`src/rtl/audio_tone_arbiter.sv`:
```
// -----------------------------------------------------------------------------
// audio_tone_arbiter
//
// Shares one square-wave tone generator among NUM_REQ sound requesters.
// A fixed-priority arbiter (index 0 highest) grants one requester, latches its
// half-period and duration, plays the tone for that many cycles and mixes it
// onto the passthrough microphone samples going back to Audio_Controller.
//
// Optional build macro: AUDIO_TONE_PREEMPT_EN
//   When defined, a higher-priority request arriving during PLAY aborts the
//   current tone (no done pulse) and goes straight to LATCH for the new winner.
//
// Ports:
//   CLOCK_50                 system clock
//   resetn                   asynchronous active-low reset
//   req                      level request per requester
//   req_delay                packed half-periods, slice i for requester i
//   req_dur                  packed durations, slice i for requester i
//   grant                    one-hot grant, zero when idle
//   done                     one-cycle completion pulse to the granted requester
//   busy                     high whenever the FSM is not IDLE
//   audio_in_available       Audio_Controller has an input sample
//   left/right_channel_audio_in   microphone samples
//   audio_out_allowed        Audio_Controller can accept an output sample
//   read_audio_in            consume the input sample
//   write_audio_out          push the output sample
//   left/right_channel_audio_out  microphone samples plus tone (modulo 2^32)
// -----------------------------------------------------------------------------
module audio_tone_arbiter #(
    parameter int          NUM_REQ   = 4,
    parameter int          DELAY_W   = 19,
    parameter int          DUR_W     = 23,
    parameter logic [31:0] AMPLITUDE = 32'd10000000
) (
    input  logic                       CLOCK_50,
    input  logic                       resetn,
    input  logic [NUM_REQ-1:0]         req,
    input  logic [NUM_REQ*DELAY_W-1:0] req_delay,
    input  logic [NUM_REQ*DUR_W-1:0]   req_dur,
    output logic [NUM_REQ-1:0]         grant,
    output logic [NUM_REQ-1:0]         done,
    output logic                       busy,
    input  logic                       audio_in_available,
    input  logic [31:0]                left_channel_audio_in,
    input  logic [31:0]                right_channel_audio_in,
    input  logic                       audio_out_allowed,
    output logic                       read_audio_in,
    output logic                       write_audio_out,
    output logic [31:0]                left_channel_audio_out,
    output logic [31:0]                right_channel_audio_out
);

    localparam int IDX_W = (NUM_REQ > 1) ? $clog2(NUM_REQ) : 1;

    typedef enum logic [1:0] {S_IDLE, S_LATCH, S_PLAY, S_DONE} state_t;

    state_t                r_state, w_state_nxt;
    logic [NUM_REQ-1:0]    r_grant, w_grant_nxt;
    logic [NUM_REQ-1:0]    r_done, w_done_nxt;
    logic [DELAY_W-1:0]    r_dcnt, w_dcnt_nxt;
    logic [DUR_W-1:0]      r_tcnt, w_tcnt_nxt;
    logic                  r_snd, w_snd_nxt;
    logic [IDX_W-1:0]      r_idx;
    logic [DELAY_W-1:0]    r_delay;
    logic [DUR_W-1:0]      r_dur;

    logic                  w_win_vld;
    logic [IDX_W-1:0]      w_win_idx;
    logic [NUM_REQ-1:0]    w_win_oh;
    logic                  w_load;
    logic                  w_preempt;
    logic signed [31:0]    w_tone;

    // Square-wave value; silent outside PLAY or when the half-period is zero.
    function automatic logic signed [31:0] tone_f(input logic play,
                                                  input logic [DELAY_W-1:0] delay,
                                                  input logic snd);
        logic signed [31:0] t;
        t = '0;
        if (play && (delay != '0))
            t = snd ? $signed(AMPLITUDE) : -$signed(AMPLITUDE);
        return t;
    endfunction

    // Plain wrap-around mix, no saturation.
    function automatic logic [31:0] mix_f(input logic [31:0] s,
                                          input logic signed [31:0] t);
        return s + $unsigned(t);
    endfunction

    // Lowest set index wins.
    always_comb begin
        w_win_vld = 1'b0;
        w_win_idx = '0;
        for (int i = NUM_REQ - 1; i >= 0; i--) begin
            if (req[i]) begin
                w_win_vld = 1'b1;
                w_win_idx = IDX_W'(i);
            end
        end
    end

    assign w_win_oh = NUM_REQ'(1) << w_win_idx;

`ifdef AUDIO_TONE_PREEMPT_EN
    assign w_preempt = w_win_vld && (w_win_idx < r_idx);
`else
    assign w_preempt = 1'b0;
`endif

    always_comb begin
        w_state_nxt = r_state;
        w_grant_nxt = r_grant;
        w_done_nxt  = '0;
        w_dcnt_nxt  = r_dcnt;
        w_tcnt_nxt  = r_tcnt;
        w_snd_nxt   = r_snd;
        w_load      = 1'b0;
        case (r_state)
            S_IDLE: begin
                w_grant_nxt = '0;
                if (w_win_vld) begin
                    w_state_nxt = S_LATCH;
                    w_grant_nxt = w_win_oh;
                    w_load      = 1'b1;
                end
            end
            S_LATCH: begin
                w_dcnt_nxt = '0;
                w_tcnt_nxt = '0;
                w_snd_nxt  = 1'b1;
                if (r_dur == '0) begin
                    w_state_nxt = S_DONE;
                    w_done_nxt  = r_grant;
                end else begin
                    w_state_nxt = S_PLAY;
                end
            end
            S_PLAY: begin
                if (w_preempt) begin
                    w_state_nxt = S_LATCH;
                    w_grant_nxt = w_win_oh;
                    w_load      = 1'b1;
                end else if (!req[r_idx]) begin
                    // Requester withdrew: abort silently.
                    w_state_nxt = S_IDLE;
                    w_grant_nxt = '0;
                end else begin
                    w_tcnt_nxt = r_tcnt + DUR_W'(1);
                    if (r_dcnt == r_delay) begin
                        w_dcnt_nxt = '0;
                        // A zero half-period is silence, so snd is held.
                        if (r_delay != '0)
                            w_snd_nxt = ~r_snd;
                    end else begin
                        w_dcnt_nxt = r_dcnt + DELAY_W'(1);
                    end
                    if (r_tcnt + DUR_W'(1) == r_dur) begin
                        w_state_nxt = S_DONE;
                        w_done_nxt  = r_grant;
                    end
                end
            end
            S_DONE: begin
                w_state_nxt = S_IDLE;
                w_grant_nxt = '0;
            end
            default: begin
                w_state_nxt = S_IDLE;
                w_grant_nxt = '0;
            end
        endcase
    end

    always_ff @(posedge CLOCK_50 or negedge resetn) begin
        if (!resetn) begin
            r_state <= S_IDLE;
            r_grant <= '0;
            r_done  <= '0;
            r_dcnt  <= '0;
            r_tcnt  <= '0;
            r_snd   <= 1'b0;
        end else begin
            r_state <= w_state_nxt;
            r_grant <= w_grant_nxt;
            r_done  <= w_done_nxt;
            r_dcnt  <= w_dcnt_nxt;
            r_tcnt  <= w_tcnt_nxt;
            r_snd   <= w_snd_nxt;
        end
    end

    // Request parameters are captured once at grant time; they are only
    // consumed while the FSM is out of IDLE, so they carry no reset.
    always_ff @(posedge CLOCK_50) begin
        if (w_load) begin
            r_idx   <= w_win_idx;
            r_delay <= req_delay[int'(w_win_idx)*DELAY_W +: DELAY_W];
            r_dur   <= req_dur[int'(w_win_idx)*DUR_W +: DUR_W];
        end
    end

    assign w_tone = tone_f(r_state == S_PLAY, r_delay, r_snd);

    assign grant = r_grant;
    assign done  = r_done;
    assign busy  = (r_state != S_IDLE);

    assign read_audio_in           = audio_in_available & audio_out_allowed;
    assign write_audio_out         = audio_in_available & audio_out_allowed;
    assign left_channel_audio_out  = mix_f(left_channel_audio_in, w_tone);
    assign right_channel_audio_out = mix_f(right_channel_audio_in, w_tone);

endmodule

```
`config.mk`:
```
export PLATFORM = sky130hd
export DESIGN_NAME = audio_tone_arbiter
export DESIGN_NICKNAME = d
export VERILOG_FILES = /design/src/rtl/audio_tone_arbiter.sv
export SDC_FILE = /design/constraint.sdc
export NUM_CORES = 1
export LEC_CHECK = 0
export ABC_AREA = 1
export CAP_MARGIN = 30
export CORE_ASPECT_RATIO = 0.7
export CORE_MARGIN = 2
export CORE_UTILIZATION = 44
export DETAILED_ROUTE_END_ITERATION = 12
export PLACE_DENSITY = 0.77
export SETUP_SLACK_MARGIN = 0.05
export SKIP_LAST_GASP = 1
export SYNTH_ARGS = -nofsm -noshare
export SYNTH_HDL_FRONTEND = slang
export SYNTH_SLANG_ARGS = --single-unit
```
`constraint.sdc`:
```
create_clock -name CLOCK_50 -period 3.5 [get_ports CLOCK_50]
set_input_delay 0.35 -clock CLOCK_50 [delete_from_list [all_inputs] [get_ports CLOCK_50]]
set_output_delay 0.35 -clock CLOCK_50 [all_outputs]
set_load 0.005 [all_outputs]
```
==> flow_summary.toml <==
[detailed_routing]
drt_first_pass_iters = 6
met2_length_mm = 14.9
wirelength_mm = 34.8
wl_met3_mm = 3.44
vias = 11800
routed_via_density = 5.39
routedWlPerCell_um = 15.9
top_layer = "met4"
drt_iter0_drc = 992
ant_nets = 0
drcViolationCount = 0
met1Wirelength_mm = 15.8

[cells_and_area]
area_growth_pct = 43.6
final_net_count = 2139
drive_gt1_share_pct = 14.8
mostFrequentLayoutCells = "nand2_1 (467), clkdlybuf4s50_1 (260), inv_1 (199), nor2_1 (132), nand3_1 (93)"
final-seq-area_mm2 = 0.00265
n_antenna_cell = 0
final.fill_count = 1959
multi_input_area_mm2 = 0.00668
final_common_cell = "nand2_1"

[floorplan]
fp.dieW_um = 184
core_mm2 = 0.0224
rows = 46
initial_core_util_pct = 44.4
die_h_um = 130
fp.dieArea_mm2 = 0.0239
ios = 315

[sta]
hold_viol_final = 0
fin_skew_ns = 0.00785
drv_slew = 0
setup_tns_ns = -0.360
max_freq_ghz = 0.278
slew_headroom_pct = 52.8
fin_crit_sh_pct = 103
rsz0062_at_grt = "yes"
finalSetupViolations = 10
setup_slack_ns = -0.0919
worstMarginPinSlew_ns = 0.708
min_period_ns = 3.59

[worst_setup_path]
max_stage_delay_ns = 0.54
cp_common_cell = "nand2_1"
crit_family = "simple AND/OR/NAND/NOR gates"
cp.arrival_ns = 3.24
crit_buf_inv = 4
crit_path_end_kind = "output pin"
reg2reg_from = "r_tcnt[0]"
reg2reg_depth = 17
worstSetupPathType = "reg -> out"
rrSetupSlack_ns = 0.67
cp_slowest_cell = "clkdlybuf4s50_1"
cp.required_ns = 3.15
path_depth = 17
worstReg2RegEnd = "done[1]"
worstPathMaxFanout = 11
crit_chain = "nor2_1 -> nand2_1 -> nor2_2 -> nand3_4 -> nand3_4 -> buf_12 -> inv_8 -> buf_4 -> nand2_1 -> nand2_2 -> nand2_1 -> nor2_1 -> nand2_1 -> nand2_1 -> a21oi_2 -> xnor2_1 -> clkdlybuf4s50_1"
startpoint_type = "register"

[clock_tree]
holdBufCountCts = 0
clkLatencyLatePin_ns = 0.35
cts_root_buf = "clkbuf_16"
clock_sinks = 97
cts.htree.levels = 3
cts.path.max_buffers = 2
cts_tree = "done"
cts_buffers = 9
clkTransAtPathRegs_ns = 0.07

[power]
p_switching_uw = 3160
clock_power_share_pct = 15.5
switching_share_pct = 44.0
leakagePower_uw = 0.00652
p_int_uw = 4020
ir_drop_uv = 431
combPwrFrac_pct = 60.5
pwr_density_cell_mw_per_mm2 = 502
pwr-share-seq_pct = 24.1

[synth]
synthCells = 1593
syn_nets = 1843
ys_seq_area_share_pct = 26.5
dominantRegCellSynth = "dfrtp_1"
ys_warn_count = 0
async_flop_share_pct = 54.6
synth_cell_type_count = 46
synth_seq_cells = 97
synth_edf_count = 44
syn_avg_cell_area_um2 = 6.26
syn-cell-area_mm2 = 0.00997

[global_route]
grt_pass1_wl_mm = 53.5
track_usage_pct = 28.2
grt_pass1_vias = 10500
grt_max_degree = 45
antenna_found_initial = 0
overflow = 0

[placed_design]
pre_cts_ws_ns = 0.0936
place.detailed.hpwl_mm = 27.5
io_buffers = 286
place_congestion = 0.986

[min_path]
hp-class = "in -> async"

[flow_run]
max_cap_violations = 0

[run_status]
violations = "negative setup slack"
outcome = "complete, but fails checks"
==> kinds of logic (layout without fill, tap and decap cells) <==
family          after synthesis  in the layout  share of synthesized area (%)
xor+xnor                     71             71                           6.69
compound gates              226            226                           13.9
flops                        97             97                           26.5
fa+ha+maj                    10             10                           1.25
buf+inv                     285            586                           12.0
simple gates                904            904                           39.6
==> sequential cells by signal, indices dropped and copies added, names as in the netlist <==
name     flops
r_dcnt      19
grant        4
r_snd        1
r_idx        2
r_tcnt      23
done         4
r_dur       23
r_state      2
r_delay     19
==> area by class of cell <==
| type | count | area share (%) |
|---|---|---|
| Multi-Input combinational cell | 1211 | 46.6 |
| Tap cell | 288 | 2.52 |
| Timing Repair Buffer | 342 | 23.9 |
| Clock inverter | 7 | 0.743 |
| Clock buffer | 9 | 1.57 |
| Sequential cell | 97 | 18.5 |
| Inverter | 228 | 6.11 |
==> metal layers <==
| layer | up-vias | track usage (%) |
|---|---|---|
| li1 | 5731 | - |
| met1 | 5381 | 40.9 |
| met2 | 588 | 43.3 |
| met3 | 55 | 5.55 |
| met4 | 0 | 6.40 |
| met5 | - | 0 |
==> worst reg2reg max path, cell delays in order, from the launching register on <==
cell,delay [ns]
dfrtp_1,0.42
ha_1,0.23
nand2_1,0.13
nor2_2,0.38
nand2_1,0.19
nor2_1,0.16
nand2_1,0.08
nand2_1,0.08
nand2_1,0.05
nand2_1,0.07
nand3_1,0.07
nor2_1,0.18
nand3_1,0.10
nor2_1,0.15
nand4_1,0.10
nand2_1,0.10
nand2_1,0.13
nor2_1,0.13
==> worst max path at each step <==
| stage | slack (ns) | startpoint | endpoint |
|---|---|---|---|
| 2_1_floorplan | 0.16 | r_state[0] | r_delay[0] |
| 3_3_place_gp | 0.18 | r_state[0] | right_channel_audio_out[19] |
| 3_5_place_dp | 0.09 | r_state[0] | right_channel_audio_out[19] |
| 4_1_cts | -0.05 | r_delay[7] | right_channel_audio_out[18] |
| 5_1_grt | -0.27 | r_delay[17] | right_channel_audio_out[31] |
| 6_report | -0.09 | r_delay[17] | right_channel_audio_out[18] |
==> through the flow <==
stage	utilization [%]	std cells	area [um2]	power (uW)	hold slack (ns)
6_report	63.8	2182	14300	7180	0.0471
5_1_grt	63.8	2182	14300	7630	0.0939
4_1_cts	61.6	2164	13800	6890	0.0700
3_5_place_dp	58.2	2131	13100	5540	0.443
3_3_place_gp	58.1	2130	13000	5500	0.444
2_1_floorplan	-	1593	9970	3890	0.0544
==> power by group through the flow <==
stage                     clock network, uW  logic (uW)  registers (uW)
after floorplan                           0        2210            1680
after global placement                    0        3770            1730
after detailed placement                  0        3800            1740
after CTS                              1120        4050            1720
after global routing                   1160        4710            1750
final                                  1110        4340            1730
==> what timing repair did <==
item	in CTS	in global routing
buffers inserted	15	18
resized for setup	88	102
setup endpoints to repair	40	39
pin swaps	11	30
cloned	2	0
==> cells in the mapped netlist (4+ instances only) <==
master    count  area, um2
a21boi_0      4       30.0
a21boi_1      4       30.0
a21oi_1      32        160
and2_1        4       25.0
buf_2         4       20.0
buf_4        16        120
buf_6         4       45.0
clkbuf_1     30        113
dfrtp_1      53       1330
edfxtp_1     44       1320
ha_1         10        125
inv_1       212        796
inv_2        12       45.0
nand2_1     512       1920
nand2_2      22        138
nand2_4      10        113
nand3_1     105        526
nand4_1      37        231
nor2_1      155        582
nor2_2       23        144
nor2_4        6       67.6
nor3_1       14       70.1
nor4_1        7       43.8
o211ai_1     62        465
o21a_1        4       30.0
o21ai_0      82        410
o21ai_1       7       35.0
o22ai_1      15       93.8
o41ai_1       8       70.1
xnor2_1      26        228
xnor2_2       4       65.1
xor2_1       39        342
(Power assumes the default switching activity.)
